[src/rtl/counter_scheduler.sv]
// counter_scheduler
//   Round-robin scheduler that lends one W-bit up-counter to N requesters.
//   A granted requester gets the counter stepped from 0 up to its latched
//   target. Completion is signalled with a one-cycle done pulse. If the
//   owner drops its request before completion, the job is aborted quietly.
//
// Ports
//   i_clock    system clock, rising edge
//   i_reset_n  asynchronous active-low reset
//   i_req      per-requester job request (level)
//   i_len      per-requester target, requester k at [k*W +: W], sampled at grant
//   i_hold     pauses counting of the running job
//   o_grant    one-hot current owner, zero when idle
//   o_busy     high while a job is running
//   o_count    current counter value
//   o_done     one-cycle completion pulse to the finishing owner
//
// state  | meaning
// S_IDLE | no owner; arbitrate any pending request (done pulse may be high)
// S_RUN  | owner in o_grant; counter advancing toward the latched target

module counter_scheduler #(
  parameter int N = 4,
  parameter int W = 4
) (
  input  logic           i_clock,
  input  logic           i_reset_n,
  input  logic [N-1:0]   i_req,
  input  logic [N*W-1:0] i_len,
  input  logic           i_hold,
  output logic [N-1:0]   o_grant,
  output logic           o_busy,
  output logic [W-1:0]   o_count,
  output logic [N-1:0]   o_done
);

  localparam int PW = (N > 1) ? $clog2(N) : 1;

  typedef enum logic {S_IDLE = 1'b0, S_RUN = 1'b1} state_t;

  state_t        r_state, w_state_nxt;
  logic [N-1:0]  r_grant, w_grant_nxt;
  logic [N-1:0]  r_done, w_done_nxt;
  logic [W-1:0]  r_count, w_count_nxt;
  logic [W-1:0]  r_target, w_target_nxt;
  logic [PW-1:0] r_ptr, w_ptr_nxt;

  logic [2*N-1:0] w_req_dbl;
  logic [N-1:0]   w_req_rot;
  logic           w_found;
  logic [PW:0]    w_sum;
  logic [PW-1:0]  w_pick;
  logic [PW-1:0]  w_pick_inc;
  logic [W-1:0]   w_len_sel;
  logic           w_owner_req;

  // Rotating the doubled request vector by the pointer puts the highest
  // priority requester at bit 0, so a plain lowest-set-bit search suffices.
  assign w_req_dbl = {i_req, i_req};
  assign w_req_rot = N'(w_req_dbl >> r_ptr);

  always_comb begin
    w_found = 1'b0;
    w_sum   = '0;
    for (int i = 0; i < N; i++) begin
      if (!w_found && w_req_rot[i]) begin
        w_found = 1'b1;
        w_sum   = {1'b0, r_ptr} + (PW+1)'(i);
      end
    end
    if (w_sum >= (PW+1)'(N)) begin
      w_pick = PW'(w_sum - (PW+1)'(N));
    end else begin
      w_pick = w_sum[PW-1:0];
    end
  end

  assign w_pick_inc = (w_pick == PW'(N-1)) ? '0 : w_pick + PW'(1);

  always_comb begin
    w_len_sel = '0;
    for (int k = 0; k < N; k++) begin
      if (w_pick == PW'(k)) begin
        w_len_sel = i_len[k*W +: W];
      end
    end
  end

  assign w_owner_req = |(i_req & r_grant);

  always_ff @(posedge i_clock or negedge i_reset_n) begin
    if (!i_reset_n) begin
      r_state  <= S_IDLE;
      r_grant  <= '0;
      r_done   <= '0;
      r_count  <= '0;
      r_target <= '0;
      r_ptr    <= '0;
    end else begin
      r_state  <= w_state_nxt;
      r_grant  <= w_grant_nxt;
      r_done   <= w_done_nxt;
      r_count  <= w_count_nxt;
      r_target <= w_target_nxt;
      r_ptr    <= w_ptr_nxt;
    end
  end

  always_comb begin
    w_state_nxt  = r_state;
    w_grant_nxt  = r_grant;
    w_done_nxt   = '0;
    w_count_nxt  = r_count;
    w_target_nxt = r_target;
    w_ptr_nxt    = r_ptr;
    case (r_state)
      S_IDLE: begin
        if (w_found) begin
          w_state_nxt  = S_RUN;
          w_grant_nxt  = N'(1) << w_pick;
          w_target_nxt = w_len_sel;
          w_count_nxt  = '0;
          w_ptr_nxt    = w_pick_inc;
        end
      end
      S_RUN: begin
        if (!w_owner_req) begin
          // abort: pointer keeps its grant-time value
          w_state_nxt = S_IDLE;
          w_grant_nxt = '0;
          w_count_nxt = '0;
        end else if (i_hold) begin
          w_count_nxt = r_count;
        end else if (r_count != r_target) begin
          w_count_nxt = r_count + W'(1);
        end else begin
          // count stays at target through the done cycle
          w_state_nxt = S_IDLE;
          w_done_nxt  = r_grant;
          w_grant_nxt = '0;
        end
      end
      default: begin
        w_state_nxt = S_IDLE;
        w_grant_nxt = '0;
      end
    endcase
  end

  assign o_grant = r_grant;
  assign o_busy  = (r_state == S_RUN);
  assign o_count = r_count;
  assign o_done  = r_done;

endmodule

[config.mk]
export PLATFORM = sky130hd
export DESIGN_NAME = counter_scheduler
export DESIGN_NICKNAME = d
export VERILOG_FILES = /design/src/rtl/counter_scheduler.sv
export SDC_FILE = /design/constraint.sdc
export NUM_CORES = 1
export LEC_CHECK = 0
export ABC_AREA = 1
export CAP_MARGIN = 25
export CORE_ASPECT_RATIO = 1.25
export CORE_MARGIN = 8
export CORE_UTILIZATION = 35
export DETAILED_ROUTE_END_ITERATION = 12
export DONT_BUFFER_PORTS = 1
export GPL_ROUTABILITY_DRIVEN = 0
export MAX_ROUTING_LAYER = met4
export PLACE_DENSITY = 0.6
export SLEW_MARGIN = 5
export SYNTH_ARGS = -nofsm -noshare
export SYNTH_HDL_FRONTEND = slang
export SYNTH_SLANG_ARGS = --single-unit
[constraint.sdc]
create_clock -name i_clock -period 3.91 [get_ports i_clock]
set_input_delay 0.391 -clock i_clock [delete_from_list [all_inputs] [get_ports i_clock]]
set_output_delay 0.391 -clock i_clock [all_outputs]
set_load 0.02 [all_outputs]
* Word level (Yosys, flattened, before mapping)
Cells that the tools add are included.
** Word-level totals
- Flip-flop bits (word level) :: 19
- Input port bits :: 23
- Output and inout bits :: 13
- Logic and storage cells :: 69
** Operators by class
- Reduce and logical (&&, ||, !) cells :: 11
- Bitwise logic cells :: 2
- Shift operators :: 2
- Order comparisons :: 1
- Add/subtract/negate cells :: 6
- Equality and inequality tests :: 8
- Mux-type cells :: 33
** Operators by type and width (number)
- 4-bit 2-to-1 mux :: 16
- 4-bit one-hot mux with 2 select lines :: 2
- 3-bit 2-to-1 mux :: 3
- 1-bit 2-to-1 mux :: 8
- 8-bit by 2-bit >> shifter with 4-bit output :: 1
- 2-bit by 2-bit adder with 3-bit output, second input constant :: 2
- 2-bit 2-to-1 mux :: 3
- 3-bit inequality test, second input constant :: 2
- 3-bit AND reduction :: 2
- 4-bit by 1-bit adder with 4-bit output, second input constant :: 1
- 4-bit AND :: 1
- 2-bit equality test, second input constant :: 2
- 4-bit inequality test :: 1
- 4-bit OR reduction :: 1
- 1-bit by 2-bit << shifter with 4-bit output, first input constant :: 1
- 2-bit by 1-bit adder with 3-bit output, second input constant :: 1
- 3-bit >= comparator, second input constant :: 1
- 1-bit logical AND :: 3
- 1-bit zero test :: 3
- 3-bit by 2-bit inequality test with 1-bit output, second input constant :: 1
- 2-bit by 1-bit adder with 2-bit output, second input constant :: 1
- 2-bit by 1-bit equality test with 1-bit output, second input constant :: 1
- 2-bit zero test :: 1
- 2-bit inequality test, second input constant :: 1
- 4 further kinds :: 4

* Longest topological paths before layout
- Depth in word-level cells :: 18
- Mapped depth :: 17
- Depth with buffers taken out :: 15

* Worst setup path before layout
Ideal clock, no wire load.
- Path kind :: reg-to-reg
- Start point :: register r_ptr[0]
- End point :: register r_target[1]
- Data arrival time :: 2.009 ns
- Slack :: 1.827 ns
- Setup time :: 0.074 ns
- Stages on the path, launching flop included :: 16
- Period minus slack after synthesis :: 2.083 ns
- Cells stage by stage :: dfrtp_1 buf_6 inv_6 nand2_2 nand3_2 nand2_4 nor2_8 nand3_4 nand3_1 inv_1 ha_1 inv_1 nand3_1 a22oi_1 mux2i_1 o21ai_2
** On the way
- Longest elaborated chain between the ends :: 18
** Ends and longest elaborated chain
- from (decl) :: RTL line 46 : logic [PW-1:0] r_ptr, w_ptr_nxt;
- from (signal assigned) :: RTL line 105 : r_ptr <= w_ptr_nxt;
- 8-bit by 2-bit >> shifter with 4-bit output :: RTL line 60 : assign w_req_rot = N'(w_req_dbl >> r_ptr);
- 1-bit 2-to-1 mux :: RTL line 66 : if (!w_found && w_req_rot[i]) begin
- 1-bit zero test :: RTL line 66
- 1-bit logical AND :: RTL line 66
- 1-bit 2-to-1 mux :: RTL line 66
- 1-bit zero test :: RTL line 66
- 1-bit logical AND :: RTL line 66
- 1-bit 2-to-1 mux :: RTL line 66
- 1-bit zero test :: RTL line 66
- 1-bit logical AND :: RTL line 66
- 3-bit 2-to-1 mux :: RTL line 66
- 3-bit >= comparator / 2-bit by 1-bit subtractor with 2-bit output (equally long branches) :: RTL line 71, 72
- 2-bit 2-to-1 mux :: RTL line 71 : if (w_sum >= (PW+1)'(N)) begin
- 2-bit zero test :: RTL line 83 : if (w_pick == PW'(k)) begin
- 4-bit 2-to-1 mux (4 in series) :: RTL line 83
- to (signal assigned) :: RTL line 104 : r_target <= w_target_nxt;
- to (decl) :: RTL line 45 : logic [W-1:0] r_target, w_target_nxt;
Several ways; a longest one is shown, not always the timed one.
A chain may end at the register's enable or synchronous reset.

* Worst setup path in the final report
- Start point :: register r_ptr[0]
- End point :: register r_target[2]
The elaborated chain is that of the path after synthesis.

==> summary.md <==
| Metric | Value |
|---|---|
| Clock transition at the registers of the reported paths | `0.07 ns` |
| Via density | `4.69` |
| Initial core utilization | `0.359` |
| DRC viols | `0` |
| Pins over their slew limit | `0` |
| H-tree depth | `1` |
| Layout area overhead | `5.23%` |
| Dpl ws | `1.49 ns` |
| Post-synthesis simple-gate area fraction | `0.388` |
| Hold Vio Cnt, Final | `0` |
| Compound-Gate Fraction of Synth Area | `0.0759` |
| Final wirelength | `3200 um` |
| Stages on worst setup path | `13` |
| Most numerous cell in the Yosys netlist | `nand2_1` |
| Max_cap viols | `0` |
| CTS Buffer Depth | `2` |
| Row count | `26` |
| CP arrival | `2.61 ns` |
| Critical setup path kind | `reg -> reg` |
| Seq pwr share | `0.255` |
| Worst Tran Pin Value | `0.882 ns` |
| Vias | `approximately 1,100` |
| Crit. End Element | `flop` |
| Post-synthesis mux area share | `0.0279` |
| Switching Share | `0.523` |
| Commonest cells in the synthesized netlist | `nand2_1, nand3_1, dfrtp_1, inv_1, nand2_2` |
| Pint | `0.677 mW` |
| Hold Path Class | `in -> reg` |
| Critical-path top delay cell | `dfrtp_1` |
| Ys async rst share | `1.00` |
| Largest net degree at the start of global routing | `20` |
| Post-synth EDFFs | `0` |
| RSZ-0062 raised after global routing | `no` |
| Xor/xnor share of the synthesized area | `0.0427` |
| Synth Area in Adders | `0.0436` |
| Relative max-transition margin | `0.410` |
| Worst vdd ir | `0.000324 V` |
| Power per cell area | `about 940 nW/um2` |
| Share of cells above drive strength 1 | `0.160` |
| CTS resizes | `0` |
| Hold_ws | `0.338 ns` |
| Final setup viols | `0` |
| Final Net Count | `approximately 220` |
| Global-route wire length before repair | `between 5000 and 6000 um` |
| Top post-synthesis cells by area | `dfrtp_1, nand2_1, nand3_1` |
| Syn Inst Count | `between 150 and 200` |
| CP Launch Type | `flop` |
| YS warnings | `0` |
| Routed len/inst | `roughly 13 um` |
| Largest family of logic cells by synthesized area | `simple AND/OR/NAND/NOR gates` |
| Vias in the first global route | `1,097` |
| CTS tree | `yes` |
| Status | `completed` |
| Initial drt markers | `72` |
| Number of buffers and inverters on the critical path | `2` |
| Reg2Reg Depth | `13` |
| Pre-Repair DR Iteration Count | `4` |
| Setup bufs post-CTS | `0` |
| Fin crit share | `0.621` |
| Skew-Pair Late Insertion Delay | `~0.25 ns` |
| Syn Area/Cell | `between 7 and 8 um2` |
| Top_reg_cell synth | `dfrtp_1` |
| Num CTS Buffers | `3` |
| Hold depth | `2` |
| Pleak | `0.807 nW` |
| Yosys top cell area share | `0.331` |
| CP Max Fanout | `9` |
| Total Neg Setup Slack | `0 ns` |
| PnR worst setup slack | `1.48 ns` |
| HPWL after detailed placement | `~2600 um` |
| Initial antenna violation count | `0` |
| Clock network power share | `0.097` |
| Slowest stage delay, CP | `0.58 ns` |
| Post-synth top area cell | `dfrtp_1` |
| Die Y | `87.6 um` |
| Syn nets | `approximately 220` |
| Filler cells | `436` |
| Logic pwr share | `0.649` |
| Die footprint | `between 6000 and 7000 um2` |
| Core Region | `4000 um2` |
| NetSw | `0.743 mW` |
| Gr ovfl total | `0` |
| Root Buffer | `clkbuf_8` |
| Total of flip-flops plus latches after synthesis | `19` |
| # diodes | `0` |
| Seq/Total Area, Yosys | `0.331` |
| DRT antenna net count | `0` |
| Worst EP required | `4.09 ns` |
| IO Pins | `36` |
| DIE WIDTH | `73.3 um` |
| Mapped Area | `between 1000 and 1500 um2` |
| Distinct cell type count after synthesis | `28` |
| CP top delay family | `simple AND/OR/NAND/NOR gates` |
| Buffers on Ports | `0` |
| Global router's overall resource usage | `0.102` |
| Fmax | `between 0.4 and 0.5 GHz` |
| Cells along the critical path | `nand2_1, nand3_2, nand2_4, nor2_8, nand3_4, nand3_1, inv_1, ha_1, inv_1, nand3_1, a22oi_1, mux2i_1, o21ai_2` |
| Final critical-path required period | `2.43 ns` |
| Sink Count | `19` |
| Clock Skews | `0.00479 ns` |
==> cells in the final DEF, fill, tap and decap left out, drive strengths merged <==
cell,netlist,routed
nand2,70,70
nand3,28,28
inv,20,20
dfrtp,19,19
nor2,11,11
xor2,6,6
a21oi,5,5
ha,5,5
o21ai,5,5
a22oi,4,4
mux2i,4,4
clkbuf,1,4
nand4,2,2
a31oi,1,1
o21bai,1,1
xnor2,1,1
dlygate4sd3,0,1
==> area by class of cell <==
cell class                 count  area (um2)  area share
inverter                      20        80.1      0.0530
timing repair buffer           1        10.0     0.00663
multi-input combinational    143         830       0.549
tap                           56        70.1      0.0464
sequential                    19         475       0.315
clock buffer                   4        45.0      0.0298
==> final timing paths <==
| check | from | to | slack [ns] |
|---|---|---|---|
| worst min register to register | r_target[2] | r_target[2] | 0.51 |
| worst max-delay path | r_ptr[0] | r_target[2] | 1.48 |
| max in group asynchronous | i_reset_n | o_count[0] | 2.67 |
| worst max register to register | r_ptr[0] | r_target[2] | 1.48 |
| min in group asynchronous | i_reset_n | o_grant[0] | 0.70 |
| worst min-delay path | i_len[15] | r_target[3] | 0.34 |
==> power groups by stage <==
stage	clock [mW]	combinational (mW)	sequential, mW
floorplan	0	0.858	0.322
global placement	0	0.914	0.365
detailed placement	0	0.919	0.367
CTS	0.141	0.926	0.363
global route	0.149	1.04	0.375
finish	0.137	0.920	0.362
==> metrics by stage <==
stage	utilization	area (um2)	cells	total power [mW]
final	0.377	1510	243	1.42
after global routing	0.377	1510	243	1.57
after CTS	0.377	1510	243	1.43
after detailed placement	0.364	1460	238	1.29
after global placement	0.364	1460	238	1.28
after floorplan	-	1440	187	1.18
==> kinds of logic (layout without fill, tap and decap cells) <==
group / Yosys count / in the layout
flip-flops: 19 / 19
AO/OA/AOI/OAI: 16 / 16
AND/OR/NAND/NOR: 111 / 111
XOR/XNOR: 7 / 7
adder cells (fa/ha/maj): 5 / 5
multiplexers: 4 / 4
buffers and inverters: 25 / 25
==> worst register-to-register path: stages, from the launching register on <==
cell     delay [ns]
dfrtp_1        0.58
nand2_1        0.17
nand3_2        0.14
nand2_4        0.08
nor2_8         0.15
nand3_4        0.12
nand3_1        0.16
inv_1          0.08
ha_1           0.27
inv_1          0.13
nand3_1        0.08
a22oi_1        0.17
mux2i_1        0.11
o21ai_2        0.13
==> state kept, by name, summed over array words and instances, names as in the netlist <==
register / flops
o_count: 4
r_target: 4
o_busy: 1
o_grant: 4
o_done: 4
r_ptr: 2
==> metal layers <==
metal,part of all wire,up-vias,GRT usage
met1,0.41,510,0.113
met2,0.50,27,0.170
met3,0.074,4,0.0275
met4,0.013,0,0.0420
li1,-,599,-
met5,0,-,-
==> repair_timing <==
item | in CTS | in global routing
endpoints found under the hold margin | 19 | 0
hold buffers | 1 | 0
endpoints found under the setup margin | 0 | 0
Note: power is estimated with default switching activity, not from simulation.
